--- src/rtl/prog_launcher_if.sv ---
// Run-handshake wires between the program launcher (master) and the processor core (slave).
interface prog_launcher_if;
  logic DutReset;
  logic DutStart;
  logic DutAck;

  modport master (output DutReset, output DutStart, input DutAck);
  modport slave  (input DutReset, input DutStart, output DutAck);
endinterface

--- src/rtl/prog_launcher.sv ---
// Host-side launcher for the core's Reset/Start/Ack run handshake: resets the core, runs
// NUM_PROGS programs back to back and reports each program's cycle count or timeout.
module prog_launcher #(
  parameter int  NUM_PROGS = 3,
  parameter int  CYC_W     = 16,
  parameter int  RST_CYC   = 4,
  parameter int  START_CYC = 2,
  parameter int  TIMEOUT   = 60000,
  localparam int IDX_W     = (NUM_PROGS > 1) ? $clog2(NUM_PROGS) : 1
) (
  input  logic             Clk,
  input  logic             Reset_n,
  input  logic             Go,
  prog_launcher_if.master  dut,
  output logic [IDX_W-1:0] ProgIdx,
  output logic [CYC_W-1:0] CycleCount,
  output logic             ResultValid,
  output logic             TimedOut,
  output logic             Busy,
  output logic             Done
);

  localparam int PH_MAX = (RST_CYC > START_CYC) ? RST_CYC : START_CYC;
  localparam int PH_W   = $clog2(PH_MAX + 1);

  typedef enum logic [2:0] {
    S_IDLE   = 3'd0,
    S_RST    = 3'd1,
    S_START  = 3'd2,
    S_RUN    = 3'd3,
    S_REPORT = 3'd4,
    S_DONE   = 3'd5
  } state_e;

  state_e           state_q;
  logic             ack_q;
  logic             dut_reset_q;
  logic             dut_start_q;
  logic [PH_W-1:0]  ph_q;
  logic [CYC_W-1:0] run_cnt_q;
  logic [CYC_W-1:0] run_cnt_d;
  logic             last_prog_s;

  // Candidate run count for a cycle in which the core has not yet acknowledged.
  always_comb begin
    run_cnt_d = run_cnt_q + CYC_W'(1);
  end

  assign last_prog_s  = (ProgIdx == IDX_W'(NUM_PROGS - 1));
  assign dut.DutReset = dut_reset_q;
  assign dut.DutStart = dut_start_q;

  // Sequencer FSM; all handshake and report outputs are registered here.
  always_ff @(posedge Clk or negedge Reset_n) begin
    if (!Reset_n) begin
      state_q     <= S_IDLE;
      ack_q       <= 1'b0;
      dut_reset_q <= 1'b1;
      dut_start_q <= 1'b0;
      ph_q        <= {PH_W{1'b0}};
      run_cnt_q   <= {CYC_W{1'b0}};
      ProgIdx     <= {IDX_W{1'b0}};
      CycleCount  <= {CYC_W{1'b0}};
      ResultValid <= 1'b0;
      TimedOut    <= 1'b0;
      Busy        <= 1'b0;
      Done        <= 1'b0;
    end else begin
      ack_q       <= dut.DutAck;
      ResultValid <= 1'b0;
      case (state_q)
        S_IDLE: begin
          if (Go) begin
            state_q <= S_RST;
            ph_q    <= {PH_W{1'b0}};
            Busy    <= 1'b1;
          end
        end
        S_RST: begin
          if (ph_q == PH_W'(RST_CYC)) begin
            state_q     <= S_START;
            ProgIdx     <= {IDX_W{1'b0}};
            dut_reset_q <= 1'b0;
            dut_start_q <= 1'b1;
            ph_q        <= {PH_W{1'b0}};
          end else begin
            ph_q <= ph_q + PH_W'(1);
          end
        end
        // A stale Ack from the previous halt may still be high here, so ack_q is not looked at.
        S_START: begin
          if (ph_q == PH_W'(START_CYC - 1)) begin
            state_q     <= S_RUN;
            dut_start_q <= 1'b0;
            run_cnt_q   <= {CYC_W{1'b0}};
          end else begin
            ph_q <= ph_q + PH_W'(1);
          end
        end
        S_RUN: begin
          if (ack_q) begin
            state_q     <= S_REPORT;
            CycleCount  <= run_cnt_q;
            ResultValid <= 1'b1;
          end else if (run_cnt_q == CYC_W'(TIMEOUT - 1)) begin
            state_q     <= S_REPORT;
            CycleCount  <= CYC_W'(TIMEOUT);
            ResultValid <= 1'b1;
            TimedOut    <= 1'b1;
          end else begin
            run_cnt_q <= run_cnt_d;
          end
        end
        S_REPORT: begin
          if (TimedOut || last_prog_s) begin
            state_q <= S_DONE;
            Busy    <= 1'b0;
            Done    <= 1'b1;
          end else begin
            state_q     <= S_START;
            ProgIdx     <= ProgIdx + IDX_W'(1);
            dut_start_q <= 1'b1;
            ph_q        <= {PH_W{1'b0}};
          end
        end
        // The core is left halted out of reset so its Ack stays observable.
        S_DONE: begin
          if (Go) begin
            state_q     <= S_RST;
            ph_q        <= {PH_W{1'b0}};
            dut_reset_q <= 1'b1;
            TimedOut    <= 1'b0;
            Done        <= 1'b0;
            Busy        <= 1'b1;
          end
        end
        default: begin
          state_q     <= S_IDLE;
          dut_reset_q <= 1'b1;
          dut_start_q <= 1'b0;
          Busy        <= 1'b0;
          Done        <= 1'b0;
        end
      endcase
    end
  end

endmodule

--- src/flat_wrapper.sv ---
// flat-port wrapper written by rule: the top's interface ports become plain ports
module prog_launcher_flat 
#(
  parameter int  NUM_PROGS = 3,
  parameter int  CYC_W     = 16,
  parameter int  RST_CYC   = 4,
  parameter int  START_CYC = 2,
  parameter int  TIMEOUT   = 60000,
  localparam int IDX_W     = (NUM_PROGS > 1) ? $clog2(NUM_PROGS) : 1
)
  (Clk, Reset_n, Go, ProgIdx, CycleCount, ResultValid, TimedOut, Busy, Done, dut_DutReset, dut_DutStart, dut_DutAck);
  prog_launcher_if dut_i ();
  input  logic Clk;
  input  logic Reset_n;
  input  logic Go;
  output logic [IDX_W-1:0] ProgIdx;
  output logic [CYC_W-1:0] CycleCount;
  output logic ResultValid;
  output logic TimedOut;
  output logic Busy;
  output logic Done;
  output wire logic [$bits(dut_i.DutReset)-1:0] dut_DutReset;
  output wire logic [$bits(dut_i.DutStart)-1:0] dut_DutStart;
  input wire logic [$bits(dut_i.DutAck)-1:0] dut_DutAck;
  assign dut_DutReset = dut_i.DutReset;
  assign dut_DutStart = dut_i.DutStart;
  assign dut_i.DutAck = dut_DutAck;
  prog_launcher #(.NUM_PROGS(NUM_PROGS), .CYC_W(CYC_W), .RST_CYC(RST_CYC), .START_CYC(START_CYC), .TIMEOUT(TIMEOUT)) u_core (.Clk(Clk), .Reset_n(Reset_n), .Go(Go), .dut(dut_i), .ProgIdx(ProgIdx), .CycleCount(CycleCount), .ResultValid(ResultValid), .TimedOut(TimedOut), .Busy(Busy), .Done(Done));
endmodule
--- config.mk ---
export PLATFORM = sky130hd
export DESIGN_NAME = prog_launcher_flat
export DESIGN_NICKNAME = d
export VERILOG_FILES = /design/src/rtl/prog_launcher_if.sv /design/src/rtl/prog_launcher.sv /design/src/flat_wrapper.sv
export SDC_FILE = /design/constraint.sdc
export NUM_CORES = 1
export LEC_CHECK = 0
export BUFFER_PORTS_ARGS = -buffer_cell sky130_fd_sc_hd__buf_2
export CORE_ASPECT_RATIO = 1.75
export CORE_UTILIZATION = 45
export DETAILED_ROUTE_END_ITERATION = 6
export SLEW_MARGIN = 10
export SYNTH_ARGS = -nofsm -noshare
export SYNTH_HDL_FRONTEND = slang
export SYNTH_SLANG_ARGS = --single-unit
--- constraint.sdc ---
create_clock -name Clk -period 4.1 [get_ports Clk]
set_input_delay 0.615 -clock Clk [delete_from_list [all_inputs] [get_ports Clk]]
set_output_delay 0.615 -clock Clk [all_outputs]
set_load 0.02 [all_outputs]
; After elaboration in Yosys (flattened, before gate mapping)
; Index checks and enable logic that the tools add are counted.
[classes]
add_sub_neg = 3
eq_ne = 20
muxes = 39
bitwise = 4
n_reduce_logical = 22
[ops]
columns = op, count
row1 = 2-to-1 mux 16 bit, 5
row2 = case mux 16 bit (2 select lines), 1
row3 = 2-to-1 mux 3 bit, 10
row4 = AND reduction 4 bit, 5
row5 = "adder 16 x 1 -> 16 bit, second input constant", 1
row6 = "== test 16 bit, second input constant", 1
row7 = case mux 3 bit (5 select lines), 1
row8 = 2-to-1 mux 1 bit, 13
row9 = case mux 3 bit (4 select lines), 1
row10 = AND reduction 3 bit, 4
row11 = "!= test 2 x 1 -> 1 bit, second input constant", 5
row12 = "!= test 2 bit, second input constant", 5
row13 = "== test 3 bit, second input constant", 3
row14 = case mux 1 bit (3 select lines), 3
row15 = nonzero test 2 bit, 4
row16 = OR reduction 4 bit, 2
row17 = "== test 3 x 1 -> 1 bit, second input constant", 2
row18 = "== test 3 x 2 -> 1 bit, second input constant", 2
row19 = OR reduction 3 bit, 2
row20 = 2-to-1 mux 2 bit, 2
row21 = inverter 1 bit, 4
row22 = case mux 1 bit (4 select lines), 1
row23 = case mux 2 bit (2 select lines), 1
row24 = nonzero test 4 bit, 1
row25 = other kinds (9), 9
[word_totals]
ff_bits = 47
in_bits = 4
out_inout_bits = 24
wordCells = 100

; Longest topological paths before layout
[depth]
word_depth = 4
ltp_mapped = 8
mapped_depth_nobuf = 7

; Worst setup path before layout
; No wires, ideal clock.
[synth_path]
path_type = reg-to-reg
start = reg u_core.run_cnt_q[0]
end = reg u_core.run_cnt_q[14]
setup_time_ns = 0.068
arrival_time_ns = 1.847
required_time_ns = 4.032
setup_slack_ns = 2.185
stages_incl_launch_ff = 7
n_path_buf = 0
period_less_slack_ns = 1.915
path_cell_list = dfrtp_1 -> ha_1 -> and4_1 -> and4_4 -> or3_4 -> or3_1 -> nand3_1
[synth_via]
elab_chain_len = 4
elab_cells_between_ends = 7
cone_classes = add/sub: 1 / eq/ne: 2 / mux: 3 / reduce/logical: 1
[synth_lines]
columns = item, line_no
row1 = "start, declared", prog_launcher.sv:40  ; logic [CYC_W-1:0] run_cnt_q;
row2 = "start signal, assigned", prog_launcher.sv:61  ; run_cnt_q <= {CYC_W{1'b0}};
row3 = "start signal, assigned", prog_launcher.sv:95  ; run_cnt_q <= {CYC_W{1'b0}};
row4 = "start signal, assigned", prog_launcher.sv:111  ; run_cnt_q <= run_cnt_d;
row5 = adder 16 x 1 -> 16 bit, prog_launcher.sv:46  ; run_cnt_d = run_cnt_q + CYC_W'(1);
row6 = 2-to-1 mux 16 bit, prog_launcher.sv:105  ; end else if (run_cnt_q == CYC_W'(TIMEOUT - 1)) begin
row7 = 2-to-1 mux 16 bit, prog_launcher.sv:101  ; if (ack_q) begin
row8 = case mux 16 bit (2 select lines), prog_launcher.sv:71  ; case (state_q)
; Several ways; a longest one is shown, not always the timed one. The select of a mux whose other input is x is not followed.
; A chain may end at the register's enable or synchronous reset.

; Worst setup path in the final report
[layout_path]
start = reg u_core.run_cnt_q[0]
end = reg u_core.run_cnt_q[8]
; Same word-level chain as after synthesis.

==> results_dict.tcl <==
set metrics [dict create \
    grt_overflow 0 \
    slew_headroom_pct 32.20 \
    htreeDepth 2 \
    tightestPinTransition_ns 1.017 \
    r2r-start "u_core.run_cnt_q[0]" \
    yosysTopAreaCell "dfrtp_1" \
    drtAntennaViolNets 0 \
    finish.utilization_pct 52.79 \
    worstPathRequired_ns 4.27 \
    grt_pass1_vias 1796 \
    syn_area_per_cell_um2 10.11 \
    pwr-share-clk_pct 26.4 \
    fin_crit_sh_pct 69.13 \
    synth_commonest_cells "dfrtp_1, o21ai_0, a21oi_1, nand2_1, nor2_1" \
    maxCapViolCount 0 \
    grtUsageMet2_pct 37.29 \
    switching_share_pct 35.13 \
    core.rowCount 34 \
    drive_gt1_share_pct 17.58 \
    final-setup-viol-count 0 \
    yosys-top-cells-area "dfrtp_1, a22o_1, o21ai_0, a21oi_1, nand2_1" \
    critPathArrivalTime_ns 3.00 \
    yosysMostFrequentCell "dfrtp_1" \
    wire_per_inst_um 16.89 \
    cts-resized-gates 0 \
    fp.coreArea_um2 4977 \
    synth_seq_cells 47 \
    switchingPower_mw 0.5339 \
    min_to "u_core.ack_q" \
    post_cts_buffers 0 \
    async_reset_ff_share_pct 100.0 \
    fin_setup_tns_ns 0 \
    p_per_area_nw_per_um2 578.3 \
    worstReg2RegEnd "u_core.run_cnt_q[8]" \
    r2r_setup_slack_ns 1.27 \
    syn-cell-area_um2 2335 \
    holdWs_ns 0.4231 \
    synthToLayoutAreaGrowth_pct 12.54 \
    dieArea_um2 5492 \
    hold_viol_final 0 \
    chipWidth_um 56.45 \
    crit_path_max_fanout 11 \
    nFillCells 465 \
    synth_ff_type "dfrtp_1" \
    cp-end-kind "flip-flop" \
    clockBufferDepth 2 \
    critPathKind "flip-flop to flip-flop" \
    grt_use_total_pct 20.12 \
    cts_num_sinks 47 \
    met1_usage_pct 23.91 \
    drt_iter0_drc 57 \
    synth_edf_count 0 \
    globalplace.congestion 0.8543 \
    syn-num-nets 240 \
    leakage_nw 1.214 \
    ys_seq_area_share_pct 50.43 \
    hp-start "dut_DutAck" \
    vias 1879 \
    slowest_delay_ns 0.62 \
    p_int_mw 0.9857 \
    regArea_um2 1177 \
    wirelength_mm 5.235 \
    grt.busiest_layer "met2" \
    clk_pin_slew_ns 0.09 \
    dp_hpwl_mm 3.710 \
    io_buffers 27 \
    antenna_found_initial 0 \
    rsz0062_at_grt "no" \
    peakVddDrop_mv 0.4839 \
    syn_inst 231 \
    ctsHoldBuffers 0 \
    synthDistinctLibCells 50 \
    cp_num_buf_inv 1 \
    crit_family "simple AND/OR/NAND/NOR gates" \
    hold_class "input pin to flip-flop" \
    dr.pass1.iters 4 \
    cts_tree "done" \
    holdPathStages 1 \
    multi_input_area_um2 1074 \
    drcViolationCount 0 \
    status "complete, no violations" \
    path_cells "ha_1 -> and4_1 -> and4_4 -> o21ai_1 -> clkinv_1 -> nor2_1 -> a31oi_1" \
    combPwrFrac_pct 30.9 \
    final_max_slew_viol_count 0 \
    vias_per_cell 6.061 \
    max_freq_ghz 0.3528 \
    grt_max_degree 48 \
    ys_warn_count 0 \
    fin_crit_ns 2.834 \
    die_height_um 97.29 \
    root_buffer "clkbuf_8" \
    cts_buffers 5 \
    yosys.area.top_type_share_pct 49.30 \
    start_util_pct 46.91 \
    clk_latency_ns 0.30 \
    r2r_cells 7 \
    diodes 0 \
    final_nets 264 \
    startpoint_type "flip-flop" \
    grt_pass1_wl_mm 8.783 \
    finClkSkew_ns 0.005438 \
    seqPwrFrac_pct 42.8 \
    crit_slowest_cell "o21ai_1" \
    io_pins 28 \
    met3_usage_pct 2.397 \
]
-- per-layer routing --
layer,vias up,wire length (µm),part of all wire [%]
met5,-,0,0
met4,0,48,0.92
met3,6,122,2.3
met2,36,2847,54
met1,930,2216,42
li1,907,-,-
-- sequential cells by signal, indices dropped and copies added (netlist names) --
name	count
u_core.Busy	1
u_core.CycleCount	16
u_core.Done	1
u_core.ProgIdx	2
u_core.ResultValid	1
u_core.TimedOut	1
u_core.ack_q	1
u_core.dut.DutReset	1
u_core.dut.DutStart	1
u_core.ph_q	3
u_core.run_cnt_q	16
u_core.state_q	3
-- layout by cell type (no fill, tap or decap), types with 2 or more instances in the layout --
master / n
a21oi_1: 17
nor2_1: 13
mux2i_1: 3
nor2b_1: 4
a31oi_1: 10
o31ai_1: 2
nand3_1: 10
and2_1: 2
nand2b_1: 2
nor3_1: 2
and4_1: 2
nand4_1: 3
inv_1: 8
o22a_1: 7
or3_1: 4
o22ai_1: 2
buf_2: 27
bufinv_16: 2
dfrtp_1: 46
a22o_1: 11
a41oi_1: 2
clkbuf_8: 5
ha_1: 5
nand2_1: 17
o21ai_0: 19
and3_1: 5
nand3b_1: 2
-- worst max-delay path by stage --
stage                              startpoint                    to  slack, ns  depth (start not counted)
after floorplan           u_core.run_cnt_q[0]  u_core.run_cnt_q[14]       2.18                          6
after global placement    u_core.run_cnt_q[0]   u_core.run_cnt_q[8]       1.38                          7
after global routing      u_core.run_cnt_q[0]   u_core.run_cnt_q[8]       1.03                          7
after detailed placement  u_core.run_cnt_q[0]   u_core.run_cnt_q[8]       1.29                          7
final                     u_core.run_cnt_q[0]   u_core.run_cnt_q[8]       1.27                          7
after CTS                 u_core.run_cnt_q[0]   u_core.run_cnt_q[8]       1.27                          7
-- kinds of logic (layout without fill, tap and decap cells) --
kind of cell	count (synthesis)	count (layout)	synth area share, %
mux	4	4	1.769
flops	47	47	50.43
buf+inv	20	45	3.591
compound gates	80	80	23.10
fa+ha+maj	5	5	2.680
simple gates	75	75	18.44
-- metrics by stage --
| step | worst slack [ns] | std cells | power, mW | cell area [µm²] |
|---|---|---|---|---|
| 2_1_floorplan | 2.185 | 231 | 0.9869 | 2335 |
| 3_3_place_gp | 1.384 | 302 | 1.126 | 2495 |
| 3_5_place_dp | 1.292 | 302 | 1.134 | 2495 |
| 4_1_cts | 1.269 | 310 | 1.535 | 2628 |
| 5_1_grt | 1.034 | 310 | 1.613 | 2628 |
| 6_report | 1.266 | 310 | 1.520 | 2628 |
-- power by group through the flow --
stage          Clock, mW  Combinational (mW)  Sequential (mW)
2_1_floorplan          0               0.292            0.695
3_3_place_gp           0               0.471            0.656
3_5_place_dp           0               0.474            0.660
4_1_cts            0.410               0.473            0.651
5_1_grt            0.421               0.523            0.669
6_report           0.401               0.469            0.650
-- cell type report --
type                            count  area share (%)
Sequential cell                    47           44.81
Inverter                            9           1.286
Clock inverter                      2           2.286
Multi-Input combinational cell    164           40.86
Timing Repair Buffer               28           5.429
Tap cell                           54           2.571
Clock buffer                        6           2.762
No activity file was read; power rests on OpenSTA's default activity.
